File: config.mk
export PLATFORM = sky130hd
export DESIGN_NAME = intdiv_sub
export DESIGN_NICKNAME = d
export VERILOG_FILES = /design/src/rtl/intdiv_sub.sv
export SDC_FILE = /design/constraint.sdc
export NUM_CORES = 1
export LEC_CHECK = 0
export ABC_AREA = 1
export CORE_AREA = 2 2 39 41
export DETAILED_ROUTE_END_ITERATION = 7
export DIE_AREA = 0 0 41 43
export SYNTH_ARGS = -nofsm -noshare
export SYNTH_HDL_FRONTEND = slang
export SYNTH_SLANG_ARGS = --single-unit
File: constraint.sdc
create_clock -name clk -period 0.8 [get_ports clk]
set_input_delay 0.12 -clock clk [delete_from_list [all_inputs] [get_ports clk]]
set_output_delay 0.12 -clock clk [all_outputs]
set_load 0.01 [all_outputs]
File: src/rtl/intdiv_sub.sv
// Signed-digit negate/pass stage: one SD2 digit in, registered (sum, tr) pair out.
// Optional macro INTDIV_SUB_HOLD_EN: when defined, sum/tr hold their value on en=0 instead of clearing.
module intdiv_sub (
  input  logic       clk,
  input  logic       rst,
  input  logic       en,
  input  logic       sub,
  input  logic [1:0] min,
  output logic       sum,
  output logic       tr,
  output logic       valid
);

  typedef struct packed {
    logic sum;
    logic tr;
  } res_t;

  localparam res_t RES_ZERO = '{sum: 1'b0, tr: 1'b0};

  logic       dig_nz;
  logic       dig_neg;
  res_t       res_d;
  res_t       res_q;
  logic [1:0] vld_pipe;

  // Only 11 is negative; 01 and 10 both mean +1, so any set bit marks a nonzero digit.
  assign dig_nz  = |min;
  assign dig_neg = &min;

  // e = sum - 2*tr: tr is set exactly when the effective digit is -1.
  always_comb begin
    res_d     = RES_ZERO;
    res_d.sum = dig_nz;
    res_d.tr  = dig_nz & (dig_neg ^ sub);
  end

  assign vld_pipe[0] = en;

  always_ff @(posedge clk) begin
    if (rst) begin
      res_q       <= RES_ZERO;
      vld_pipe[1] <= 1'b0;
    end else begin
      vld_pipe[1] <= vld_pipe[0];
      if (en)
        res_q <= res_d;
`ifdef INTDIV_SUB_HOLD_EN
      else
        res_q <= res_q;
`else
      else
        res_q <= RES_ZERO;
`endif
    end
  end

  assign sum   = res_q.sum;
  assign tr    = res_q.tr;
  assign valid = vld_pipe[1];

endmodule

# ---- Yosys cells after proc, flatten, opt, wreduce, memory -nomap -nowiden
# Index checks and enable logic that the tools add are counted.
dict set report classes {
  n_bitwise 3
  n_reduce_logical 3
}
# cell count
set op_table {}
lappend op_table {{2-bit OR reduction} 2}
lappend op_table {{2-bit AND reduction} 1}
lappend op_table {{1-bit AND} 1}
lappend op_table {{1-bit inverter} 1}
lappend op_table {{1-bit bitwise XOR} 1}
dict set report totals {
  ff_bits 3
  inputBits 6
  out_inout_bits 3
}

# ---- Longest topological paths before layout
# Gate-level depths: netlist of run 1.
dict set report logic_depth {
  word_depth 3
  depth_mapped 4
  ltp_nobuf 4
}

# ---- Least setup slack after synthesis of run 1
# OpenSTA, ideal clock, no wires.
dict set report synth_timing {
  path_kind {register to output}
  startpoint {register res_q (netlist bit sum)}
  endpoint {output port sum}
  arrival_ns 0.331
  required_time_ns 0.680
  path_slack_ns 0.349
  path_stages_with_launch 1
  n_path_buf 0
  path_cell_list {dfxtp_1}
}
# item line
set synth_rtl {}
lappend synth_rtl {{from (decl)} 24} ;# res_t res_q;
lappend synth_rtl {{from (signal assigned)} 47} ;# res_q <= res_d;
lappend synth_rtl {{to (decl)} 9} ;# output logic sum,
# No word-level cell between the ends.

# ---- Final worst setup path of run 1
dict set report layout_timing {
  startpoint {register res_q (netlist bit sum)}
  endpoint {output port sum}
}
# No word-level cell between the ends.

==> impl_metrics.yaml, run 1 <==
run_status:
  status: "complete, no violations"
timing:
  max_slew_margin_pct: 92.8
  hold_viol_final: 0
  worst_pin_slew_ps: 108
  period_share_pct: 95.7
  slew_viol_final: 0
  worst_hold_slack_ps: 453
  max_freq_mhz: 1310
  post-route-min-period_ps: 766
  finalSetupTns_ps: 0
  worst_slack_ps: 34.1
  rsz0062_at_grt: "yes"
  setup_violations: 0
grt:
  grt_overflow: 0
  grt_antenna_before_repair: 0
  grt_max_degree: 4
  grt_usage_pct: 4.21
  grt_pass1_wl_um: 434
  grt_pass1_vias: 136
yosys:
  synth_top_family_by_area: "simple AND/OR/NAND/NOR gates"
  synth_fa_ha_area_share_pct: 0
  syn_nets: 22
  synth-compound-area-share_pct: 0
  synth.area.mux_share_pct: 0
  ys_ff_latch: 3
  synth.cell_area_um2: 118
  synth_xor_area_share_pct: 0
  post_synth.cell_area_avg_um2: 7.35
  synthSimpleGateAreaFrac_pct: 33.0
  yosys_warnings: 0
  ys_seq_area_share_pct: 51.1
  syn_inst: 16
  yosysUniqueCellTypes: 6
power:
  vdd_drop_max_mv: 0.273
  powerDensity_nw_per_um2: 2090
  finalPower_mw: 0.478
  power_leakage_nw: 0.123
detailed_routing:
  dr.pass1.iters: 2
  routed-via-count: 124
  routed_via_density: 2.82
  antenna_left: 0
  routed_wl_um: 236
  drtIter0Drc: 1
  wl_per_cell_um: 5.36
  drc_errors: 0
critical_path:
  crit_slowest_cell: "dfxtp_1"
  critPathKind: "flip-flop to output pin"
  crit_arrival_ps: 650
  required_ps: 680
  worstPathMaxFanout: 1
  path_cells: "buf_2"
  critical_path.top_delay_family: "flip-flops"
  crit_buf_inv: 1
  slowest_delay_ps: 300
  crit_path_end_kind: "output pin"
  startpoint_type: "flip-flop"
clocking:
  cts_buffer_depth: 2
  cts_buffers: 3
  clock-root-buffer: "clkbuf_4"
  clk_pin_slew_worst_paths_ps: 40
  cts_htree_levels: 1
  cts_tree: "yes"
  cts_hold_buf: 0
  cts_sinks: 3
  cts_setup_buffers: 0
die:
  ios: 9
  rows: 14
  die_y_um: 43
  die_area_um2: 1760
  initial_utilization_pct: 8.50
  die_width_um: 41
  core_area_um2: 1380
final_layout:
  antenna_cells: 0
  synthToLayoutAreaGrowth_pct: 94.7
  final_nets: 35
  fin_cells: 44
  fillCellCount: 160
  layout-drive-gt1-share_pct: 25.0
hold_path:
  hold_path.class: "input port to flip-flop"
place:
  gp_congestion: 0.537
  dp.cells: 40
  dp_slack_ps: -141
  hpwlAfterDp_um: 187
  numPortBuffers: 8
job:
  maxCapViolCount: 0
-- sequential cells by signal, summed over array words and instances, names as in the netlist --
signal,count
tr,1
valid,1
sum,1
-- power by group --
group          switching [mW]  internal [mW]  total (mW)
logic                  0.0238         0.0341      0.0579
registers             0.00162          0.158       0.160
clock network          0.0741          0.187       0.261
total                  0.0995          0.379       0.478
-- cell families after synthesis --
family | count (synthesis)
flip-flops | 3
buffers and inverters | 5
AND/OR/NAND/NOR | 8
-- cell type report --
cell class / count / area (µm²) / area share [%]
Tap cell: 16 / 20.0 / 8.74
Clock buffer: 4 / 26.3 / 11.5
Multi-Input combinational cell: 8 / 38.8 / 16.9
Sequential cell: 3 / 60.1 / 26.2
Inverter: 5 / 18.8 / 8.20
Timing Repair Buffer: 8 / 65.1 / 28.4
-- Yosys cell counts --
library cell	n	area, µm²
inv_1	5	18.8
nor2_4	1	11.3
nand3_1	1	5.00
nand2_1	5	18.8
dfxtp_1	3	60.1
nor2_1	1	3.75
-- cell usage in the layout (no fill, tap or decap) --
master / synthesis / final
inv_1: 5 / 5
nand2_1: 5 / 5
clkdlybuf4s50_1: 0 / 5
clkbuf_4: 0 / 3
buf_2: 0 / 3
dfxtp_1: 3 / 3
nor2_4: 1 / 1
nand3_1: 1 / 1
nor2_1: 1 / 1
clkbuf_1: 0 / 1
-- tightest hold or removal path: stages --
cell	delay, ps
clkdlybuf4s50_1	390
inv_1	90
nor2_4	40
-- metal layers --
metal  track usage [%]  share of wire (%)  up-vias
li1                  -                  -       68
met1              3.51                 39       49
met2              4.69                 44        7
met3              3.66                 17        0
met4              6.00                  0        0
met5                 0                  0        -
-- per-stage QoR --
step	util [%]	instance area, µm²
2_1_floorplan	-	118
3_3_place_gp	15.7	218
3_5_place_dp	15.7	218
4_1_cts	16.5	229
6_report	16.5	229
5_1_grt	16.5	229
-- final timing paths --
kind / start / end / slack [ps] / cells after the start
hold / removal: en / valid / 450 / 3
setup / recovery: sum / sum / 30 / 1
-- timing repair --
| action | in CTS | in global routing |
|---|---|---|
| pin swaps | 0 | 0 |
| endpoints found under the setup margin | 3 | 1 |
| cloned | 0 | 0 |
| gates resized for setup | 12 | 0 |
Note: power is estimated with default switching activity, not from simulation.
==> run 2: changes to the inputs <==
- CTS_CLUSTER_SIZE: unset -> 12
==> results of run 2 <==
The final DEF is identical to that of run 1; final timing and power are the same.
